===== config.mk =====
export PLATFORM = sky130hd
export DESIGN_NAME = mem_wb_stage_flat
export DESIGN_NICKNAME = d
export VERILOG_FILES = /design/src/rtl/mem_wb_stage_if.sv /design/src/rtl/mem_wb_stage.sv /design/src/flat_wrapper.sv
export SDC_FILE = /design/constraint.sdc
export NUM_CORES = 1
export LEC_CHECK = 0
export ABC_AREA = 0
export CAP_MARGIN = 20
export CORE_MARGIN = 5
export CORE_UTILIZATION = 45
export DETAILED_ROUTE_END_ITERATION = 7
export PLACE_DENSITY = 0.88
export SLEW_MARGIN = 40
export SYNTH_ARGS = -nofsm -noshare
export SYNTH_HDL_FRONTEND = slang
export SYNTH_SLANG_ARGS = --single-unit

===== constraint.sdc =====
create_clock -name clk -period 3.7 [get_ports clk]
set_input_delay 0.74 -clock clk [delete_from_list [all_inputs] [get_ports clk]]
set_output_delay 0.74 -clock clk [all_outputs]
set_load 0.1 [all_outputs]

===== src/rtl/mem_wb_stage_if.sv =====
// Data-memory request/response bus between the mem/wb stage (master) and memory (slave).
interface mem_wb_stage_if #(
  parameter int XLEN   = 64,
  parameter int ADDR_W = 64
);
  logic              mem_req_valid;
  logic              mem_req_ready;
  logic [ADDR_W-1:0] mem_addr;
  logic              mem_wen;
  logic [XLEN-1:0]   mem_wdata;
  logic [7:0]        mem_wmask;
  logic              mem_rsp_valid;
  logic [XLEN-1:0]   mem_rdata;

  modport master (
    output mem_req_valid, mem_addr, mem_wen, mem_wdata, mem_wmask,
    input  mem_req_ready, mem_rsp_valid, mem_rdata
  );

  modport slave (
    input  mem_req_valid, mem_addr, mem_wen, mem_wdata, mem_wmask,
    output mem_req_ready, mem_rsp_valid, mem_rdata
  );
endinterface


===== src/rtl/mem_wb_stage.sv =====
// Memory-access / write-back stage: one op in flight, lane-aligned loads and stores,
// single-cycle register-file write pulse.
module mem_wb_stage #(
  parameter int XLEN   = 64,
  parameter int ADDR_W = 64
) (
  input  logic              clk,
  input  logic              rst,
  input  logic              ex_valid,
  output logic              ex_ready,
  input  logic [XLEN-1:0]   ex_alu_result,
  input  logic [XLEN-1:0]   ex_store_data,
  input  logic [4:0]        ex_rd,
  input  logic              ex_reg_we,
  input  logic              ex_mem_read,
  input  logic              ex_mem_write,
  input  logic [2:0]        ex_funct3,
  mem_wb_stage_if.master    mem,
  output logic              rf_we,
  output logic [4:0]        rf_waddr,
  output logic [XLEN-1:0]   rf_wdata,
  output logic              wb_done,
  output logic              misalign_err
);

  typedef enum logic [1:0] {
    IDLE = 2'd0,
    REQ  = 2'd1,
    WAIT = 2'd2,
    WB   = 2'd3
  } state_t;

  function automatic logic misaligned(input logic [2:0] f3, input logic [2:0] off);
    logic bad;
    case (f3)
      3'b000, 3'b100: bad = 1'b0;
      3'b001, 3'b101: bad = off[0];
      3'b010, 3'b110: bad = |off[1:0];
      3'b011:         bad = |off;
      default:        bad = 1'b1;
    endcase
    return bad;
  endfunction

  function automatic logic [7:0] size_mask(input logic [1:0] sz);
    logic [7:0] m;
    case (sz)
      2'b00:   m = 8'h01;
      2'b01:   m = 8'h03;
      2'b10:   m = 8'h0F;
      2'b11:   m = 8'hFF;
      default: m = 8'h00;
    endcase
    return m;
  endfunction

  function automatic logic [XLEN-1:0] load_extract(input logic [XLEN-1:0] word,
                                                   input logic [2:0] off,
                                                   input logic [2:0] f3);
    logic [XLEN-1:0] sh;
    logic [XLEN-1:0] res;
    sh = word >> {off, 3'b000};
    case (f3)
      3'b000:  res = {{(XLEN-8){sh[7]}}, sh[7:0]};
      3'b001:  res = {{(XLEN-16){sh[15]}}, sh[15:0]};
      3'b010:  res = {{(XLEN-32){sh[31]}}, sh[31:0]};
      3'b011:  res = sh;
      3'b100:  res = {{(XLEN-8){1'b0}}, sh[7:0]};
      3'b101:  res = {{(XLEN-16){1'b0}}, sh[15:0]};
      3'b110:  res = {{(XLEN-32){1'b0}}, sh[31:0]};
      default: res = {XLEN{1'b0}};
    endcase
    return res;
  endfunction

  state_t            state_r, next_state_s;
  logic [4:0]        rd_r;
  logic              we_r, wr_r;
  logic [2:0]        f3_r, off_r;
  logic [XLEN-1:0]   alu_r;

  logic              req_valid_r, req_valid_s;
  logic [ADDR_W-1:0] addr_r, addr_s;
  logic              wen_r, wen_s;
  logic [XLEN-1:0]   wdata_r, wdata_s;
  logic [7:0]        wmask_r, wmask_s;
  logic              rf_we_r, rf_we_s;
  logic [4:0]        rf_waddr_r, rf_waddr_s;
  logic [XLEN-1:0]   rf_wdata_r, rf_wdata_s;
  logic              wb_done_r, wb_done_s;
  logic              err_r, err_s;

  logic [2:0]        off_s;
  logic              is_mem_s, mis_s, accept_s;

  assign off_s    = ex_alu_result[2:0];
  assign is_mem_s = ex_mem_read | ex_mem_write;
  assign mis_s    = is_mem_s & misaligned(ex_funct3, off_s);
  assign accept_s = (state_r == IDLE) & ex_valid;

  // State register.
  always_ff @(posedge clk) begin
    if (rst) begin
      state_r <= IDLE;
    end else begin
      state_r <= next_state_s;
    end
  end

  // Next-state logic.
  always_comb begin
    next_state_s = state_r;
    case (state_r)
      IDLE: begin
        if (ex_valid) begin
          next_state_s = (is_mem_s & ~mis_s) ? REQ : WB;
        end else begin
          next_state_s = IDLE;
        end
      end
      REQ: begin
        if (mem.mem_req_ready) begin
          next_state_s = WAIT;
        end else begin
          next_state_s = REQ;
        end
      end
      WAIT: begin
        if (mem.mem_rsp_valid) begin
          next_state_s = WB;
        end else begin
          next_state_s = WAIT;
        end
      end
      WB:      next_state_s = IDLE;
      default: next_state_s = IDLE;
    endcase
  end

  // Output logic: next values of the registered bus and write-back outputs.
  always_comb begin
    req_valid_s = 1'b0;
    addr_s      = {ADDR_W{1'b0}};
    wen_s       = 1'b0;
    wdata_s     = {XLEN{1'b0}};
    wmask_s     = 8'h00;
    rf_we_s     = 1'b0;
    rf_waddr_s  = 5'd0;
    rf_wdata_s  = {XLEN{1'b0}};
    wb_done_s   = 1'b0;
    err_s       = 1'b0;
    case (state_r)
      IDLE: begin
        if (ex_valid && mis_s) begin
          wb_done_s  = 1'b1;
          err_s      = 1'b1;
          rf_waddr_s = ex_rd;
          rf_wdata_s = ex_alu_result;
        end else if (ex_valid && is_mem_s) begin
          req_valid_s = 1'b1;
          addr_s      = {ex_alu_result[ADDR_W-1:3], 3'b000};
          wen_s       = ex_mem_write;
          if (ex_mem_write) begin
            wdata_s = ex_store_data << {off_s, 3'b000};
            wmask_s = size_mask(ex_funct3[1:0]) << off_s;
          end else begin
            wdata_s = {XLEN{1'b0}};
            wmask_s = 8'h00;
          end
        end else if (ex_valid) begin
          wb_done_s  = 1'b1;
          rf_we_s    = ex_reg_we & (ex_rd != 5'd0);
          rf_waddr_s = ex_rd;
          rf_wdata_s = ex_alu_result;
        end else begin
          wb_done_s = 1'b0;
        end
      end
      REQ: begin
        if (mem.mem_req_ready) begin
          req_valid_s = 1'b0;
        end else begin
          req_valid_s = 1'b1;
          addr_s      = addr_r;
          wen_s       = wen_r;
          wdata_s     = wdata_r;
          wmask_s     = wmask_r;
        end
      end
      WAIT: begin
        if (mem.mem_rsp_valid) begin
          wb_done_s  = 1'b1;
          rf_we_s    = we_r & (rd_r != 5'd0) & ~wr_r;
          rf_waddr_s = rd_r;
          rf_wdata_s = wr_r ? alu_r : load_extract(mem.mem_rdata, off_r, f3_r);
        end else begin
          wb_done_s = 1'b0;
        end
      end
      WB:      wb_done_s = 1'b0;
      default: wb_done_s = 1'b0;
    endcase
  end

  // Latched op fields, captured on acceptance.
  always_ff @(posedge clk) begin
    if (rst) begin
      rd_r  <= 5'd0;
      we_r  <= 1'b0;
      wr_r  <= 1'b0;
      f3_r  <= 3'd0;
      off_r <= 3'd0;
      alu_r <= {XLEN{1'b0}};
    end else if (accept_s) begin
      rd_r  <= ex_rd;
      we_r  <= ex_reg_we;
      wr_r  <= ex_mem_write;
      f3_r  <= ex_funct3;
      off_r <= off_s;
      alu_r <= ex_alu_result;
    end
  end

  // Output registers.
  always_ff @(posedge clk) begin
    if (rst) begin
      req_valid_r <= 1'b0;
      addr_r      <= {ADDR_W{1'b0}};
      wen_r       <= 1'b0;
      wdata_r     <= {XLEN{1'b0}};
      wmask_r     <= 8'h00;
      rf_we_r     <= 1'b0;
      rf_waddr_r  <= 5'd0;
      rf_wdata_r  <= {XLEN{1'b0}};
      wb_done_r   <= 1'b0;
      err_r       <= 1'b0;
    end else begin
      req_valid_r <= req_valid_s;
      addr_r      <= addr_s;
      wen_r       <= wen_s;
      wdata_r     <= wdata_s;
      wmask_r     <= wmask_s;
      rf_we_r     <= rf_we_s;
      rf_waddr_r  <= rf_waddr_s;
      rf_wdata_r  <= rf_wdata_s;
      wb_done_r   <= wb_done_s;
      err_r       <= err_s;
    end
  end

  assign ex_ready          = (state_r == IDLE);
  assign mem.mem_req_valid = req_valid_r;
  assign mem.mem_addr      = addr_r;
  assign mem.mem_wen       = wen_r;
  assign mem.mem_wdata     = wdata_r;
  assign mem.mem_wmask     = wmask_r;
  assign rf_we             = rf_we_r;
  assign rf_waddr          = rf_waddr_r;
  assign rf_wdata          = rf_wdata_r;
  assign wb_done           = wb_done_r;
  assign misalign_err      = err_r;

endmodule


===== src/flat_wrapper.sv =====
// flat-port wrapper written by rule: the top's interface ports become plain ports
module mem_wb_stage_flat 
#(
  parameter int XLEN   = 64,
  parameter int ADDR_W = 64
)
  (clk, rst, ex_valid, ex_ready, ex_alu_result, ex_store_data, ex_rd, ex_reg_we, ex_mem_read, ex_mem_write, ex_funct3, rf_we, rf_waddr, rf_wdata, wb_done, misalign_err, mem_mem_req_valid, mem_mem_addr, mem_mem_wen, mem_mem_wdata, mem_mem_wmask, mem_mem_req_ready, mem_mem_rsp_valid, mem_mem_rdata);
  mem_wb_stage_if #(.XLEN(XLEN), .ADDR_W(ADDR_W)) mem_i ();
  input  logic clk;
  input  logic rst;
  input  logic ex_valid;
  output logic ex_ready;
  input  logic [XLEN-1:0] ex_alu_result;
  input  logic [XLEN-1:0] ex_store_data;
  input  logic [4:0] ex_rd;
  input  logic ex_reg_we;
  input  logic ex_mem_read;
  input  logic ex_mem_write;
  input  logic [2:0] ex_funct3;
  output logic rf_we;
  output logic [4:0] rf_waddr;
  output logic [XLEN-1:0] rf_wdata;
  output logic wb_done;
  output logic misalign_err;
  output wire logic [$bits(mem_i.mem_req_valid)-1:0] mem_mem_req_valid;
  output wire logic [$bits(mem_i.mem_addr)-1:0] mem_mem_addr;
  output wire logic [$bits(mem_i.mem_wen)-1:0] mem_mem_wen;
  output wire logic [$bits(mem_i.mem_wdata)-1:0] mem_mem_wdata;
  output wire logic [$bits(mem_i.mem_wmask)-1:0] mem_mem_wmask;
  input wire logic [$bits(mem_i.mem_req_ready)-1:0] mem_mem_req_ready;
  input wire logic [$bits(mem_i.mem_rsp_valid)-1:0] mem_mem_rsp_valid;
  input wire logic [$bits(mem_i.mem_rdata)-1:0] mem_mem_rdata;
  assign mem_mem_req_valid = mem_i.mem_req_valid;
  assign mem_mem_addr = mem_i.mem_addr;
  assign mem_mem_wen = mem_i.mem_wen;
  assign mem_mem_wdata = mem_i.mem_wdata;
  assign mem_mem_wmask = mem_i.mem_wmask;
  assign mem_i.mem_req_ready = mem_mem_req_ready;
  assign mem_i.mem_rsp_valid = mem_mem_rsp_valid;
  assign mem_i.mem_rdata = mem_mem_rdata;
  mem_wb_stage #(.XLEN(XLEN), .ADDR_W(ADDR_W)) u_core (.clk(clk), .rst(rst), .ex_valid(ex_valid), .ex_ready(ex_ready), .ex_alu_result(ex_alu_result), .ex_store_data(ex_store_data), .ex_rd(ex_rd), .ex_reg_we(ex_reg_we), .ex_mem_read(ex_mem_read), .ex_mem_write(ex_mem_write), .ex_funct3(ex_funct3), .mem(mem_i), .rf_we(rf_we), .rf_waddr(rf_waddr), .rf_wdata(rf_wdata), .wb_done(wb_done), .misalign_err(misalign_err));
endmodule

==> results.yml <==
sta:
  transition_time_of_the_tightest_slew_check_pin_ns: 0.834
  fin_worst_skew_ns: 0.0214
  grt_setup_unrepaired: "no"
  finalWorstPathRequiredPeriod_ns: 2.88
  tns_setup_ns: 0
  normalized_max_slew_margin: 0.443
  finalHoldViolCount: 0
  timing.final.max_slew_violations: 0
  max_clock_freq_mhz: 347
  hold_ws_ns: 0.448
  setup_viol_count_final: 0
  period_share: 0.780
clock_network:
  clkTransAtPathRegs_ns: 0.06
  cts_max_level: 1
  clkSinkCount: 283
  cts.path.max_buffers: 3
  cts.root.buffer_cell: "clkbuf_16"
  cts_tree: "yes"
  clock_latency_ns: 0.56
  clock_buffers_created_by_tritoncts: 30
  cts_resized: 0
  post-cts-setup-buffer-count: 0
  post_cts_hold_buffers: 0
yosys:
  post_synth_instance_area_um2: 13800
  ys_ff_latch: 283
  post_synth_inst_count: 1626
  synth-compound-area-share: 0.237
  yosys-top-cells-count: "361 x nand2_1, 283 x dfxtp_1, 231 x a21oi_1"
  synth_simple_gate_area_frac: 0.161
  yosys.area_share.adder: 0
  yosys.cell_count.top_type: "nand2_1"
  cell_accounting_for_the_most_synthesized_area: "dfxtp_1"
  ys_async_sr_fraction: 0
  seq_area_frac_synth: 0.410
  yosysWarnings: 0
  synth_xor_area_frac: 0
  combinational_family_with_the_most_area_after_synthesis: "compound AO/OA/AOI/OAI gates"
  synth_area_per_cell_um2: 8.51
  post_synth_mux_area_share: 0.142
  synth_edf_count: 0
  synth_largest_type_area_fraction: 0.410
  yosysUniqueCellTypes: 64
  synth.top_cells.by_area: "dfxtp_1 41%, nand2_1 9.8%, a21oi_1 8.4%"
  ys_dominant_reg_cell: "dfxtp_1"
global_route:
  wire_length_of_the_first_global_routing_pass_mm: 79.7
  grt_start_max_net_pins: 127
  grt_use_total: 0.291
  grt_pass1_vias: 13708
  grt_antenna_before_repair: 7
  globalRouteOverflowTotal: 0
worst_setup_path:
  reg2reg_depth: 7
  critical_path_peak_fanout: 32
  reg2reg_capture_point: "u_core.rf_wdata[55]$_SDFF_PP0_"
  crit_arrival_ns: 3.31
  r2r_setup_slack_ns: 0.82
  cp_data_required_time_ns: 4.13
  worstSetupEndpointType: "flip-flop"
  timing.rr.start: "u_core.alu_r[1]$_SDFFE_PP0P_"
  critical_path_class: "flip-flop to flip-flop"
  critPathLaunchType: "flip-flop"
pwr:
  p_total_uw: 8950
  power.leakage_uw: 0.00731
  power_per_cell_area_nw_per_um2: 491
  ir_worst_vdd_mv: 0.380
worst_hold_path:
  timing.hold.worst_path_depth: 2
  holdPathEnd: "u_core.mem.mem_addr[3]$_SDFFE_PP0N_"
  timing.hold.worst.start: "u_core.mem.mem_addr[3]$_SDFFE_PP0N_"
  path_class_of_the_lowest_slack_min_delay_path: "flip-flop to flip-flop"
layout:
  syn_to_final_growth_pct: 31.8
  drive_gt1_frac: 0.210
  layout.core_utilization: 0.599
  design_area_um2: 18200
  finalNetCount: 2162
floorplan:
  start_util: 0.454
  core_um2: 30400
  std_cell_rows: 64
  io_pins: 419
  die_height_um: 185
  floorplan.die.width_um: 185
  fp.dieArea_um2: 34300
detailed_routing:
  initialDrtViolationCount: 1599
  totalWireLength_mm: 53.2
  via_count_of_the_routed_design: 14348
  drt.antenna.violating_nets: 0
  viasPerCell: 6.02
  route.detailed.wl_per_inst_um: 22.3
  detailedRoute.firstPassIterationCount: 6
  drcViolationCount: 0
place:
  post_dp_cell_area_um2: 17100
  detailedPlacementHpwl_mm: 38.4
  gp_congestion: 0.967
  port_buffer_count: 415
run:
  max_cap_viol_count: 0
outcome:
  run_status: "finished clean"
==> how the worst max path moves through the flow <==
stage | startpoint | to | slack (ns) | cells past startpoint
after global placement | mem_mem_rdata[63] | u_core.rf_wdata[55]$_SDFF_PP0_ | 0.56 | 8
after floorplan | u_core.state_r[1]$_SDFF_PP0_ | u_core.mem.mem_addr[54]$_SDFFE_PP0N_ | 0.71 | 8
after CTS | u_core.alu_r[1]$_SDFFE_PP0P_ | u_core.rf_wdata[55]$_SDFF_PP0_ | 0.81 | 7
after detailed placement | ex_funct3[1] | u_core.mem.mem_addr[28]$_SDFFE_PP0N_ | 0.46 | 8
after global routing | u_core.alu_r[1]$_SDFFE_PP0P_ | u_core.rf_wdata[55]$_SDFF_PP0_ | 0.65 | 7
final | u_core.alu_r[1]$_SDFFE_PP0P_ | u_core.rf_wdata[55]$_SDFF_PP0_ | 0.82 | 7
==> placed cells by master (no fill, tap or decap), drive strengths merged, types with 3 or more instances in the layout <==
cell,n
a211oi,14
a21oi,247
a221o,33
a22o,15
a22oi,87
a2bb2oi,6
a31oi,15
a32oi,6
buf,241
bufinv,5
clkbuf,41
clkdlybuf4s50,203
clkinv,7
clkinvlp,3
conb,3
dfxtp,283
diode,11
inv,9
mux2,33
mux2i,58
mux4,44
nand2,363
nand2b,7
nand3,5
nor2,109
nor2b,12
nor3,9
nor3b,3
o2111ai,4
o211ai,4
o21a,5
o21ai,54
o22ai,14
or2,5
or3,9
==> power breakdown <==
| part | total [uW] | switching (uW) | internal (uW) |
|---|---|---|---|
| Clock | 3330 | 1290 | 2040 |
| Sequential | 3320 | 111 | 3210 |
| Combinational | 2300 | 1610 | 696 |
| Total | 8950 | 3010 | 5940 |
==> through the flow <==
| stage | setup slack [ns] | std cells |
|---|---|---|
| after detailed placement | 0.462 | 2317 |
| after global routing | 0.652 | 2377 |
| final | 0.815 | 2385 |
| after CTS | 0.806 | 2373 |
| after floorplan | 0.708 | 1628 |
| after global placement | 0.560 | 2317 |
==> state kept, by name (all words and copies together) (netlist names) <==
signal and cells:
u_core.alu_r 64, u_core.we_r 1, u_core.mem.mem_req_valid 1, u_core.f3_r 3
u_core.rf_we 1, u_core.mem.mem_addr 61, u_core.rd_r 5, u_core.rf_waddr 5
u_core.mem.mem_wen 1, u_core.state_r 2, u_core.wr_r 1, u_core.wb_done 1
u_core.misalign_err 1, u_core.mem.mem_wdata 64, u_core.rf_wdata 64, u_core.mem.mem_wmask 8
==> critical path: stages, from the launching register on <==
cell      delay, ns
dfxtp_2        0.80
mux2i_1        0.45
mux4_2         0.34
nor3_2         0.06
a211oi_4       0.21
buf_4          0.40
a21oi_1        0.16
a221o_1        0.29
==> area by class of cell <==
type                       count  area, um^2
antenna                       11        27.5
inverter                       9        33.8
timing repair buffer         444        3390
multi-input combinational   1186        7500
clock buffer                  41         893
fill                        2598       12200
sequential                   283        5670
clock inverter                15         216
tap                          396         495
==> logic make-up (layout without fill, tap and decap cells) <==
kind of cell           Yosys count  count (layout)
AND/OR/NAND/NOR                534             534
multiplexers                   135             135
other                            1              14
buffers and inverters          159             509
AO/OA/AOI/OAI                  514             514
flip-flops                     283             283
==> metal layers <==
layer,vias up,track usage,wire length [um]
li1,6487,-,-
met1,6797,0.364,19700
met2,890,0.480,25200
met3,170,0.0740,5890
met4,4,0.120,2370
met5,-,0,20
Note: power is estimated with default switching activity, not from simulation.
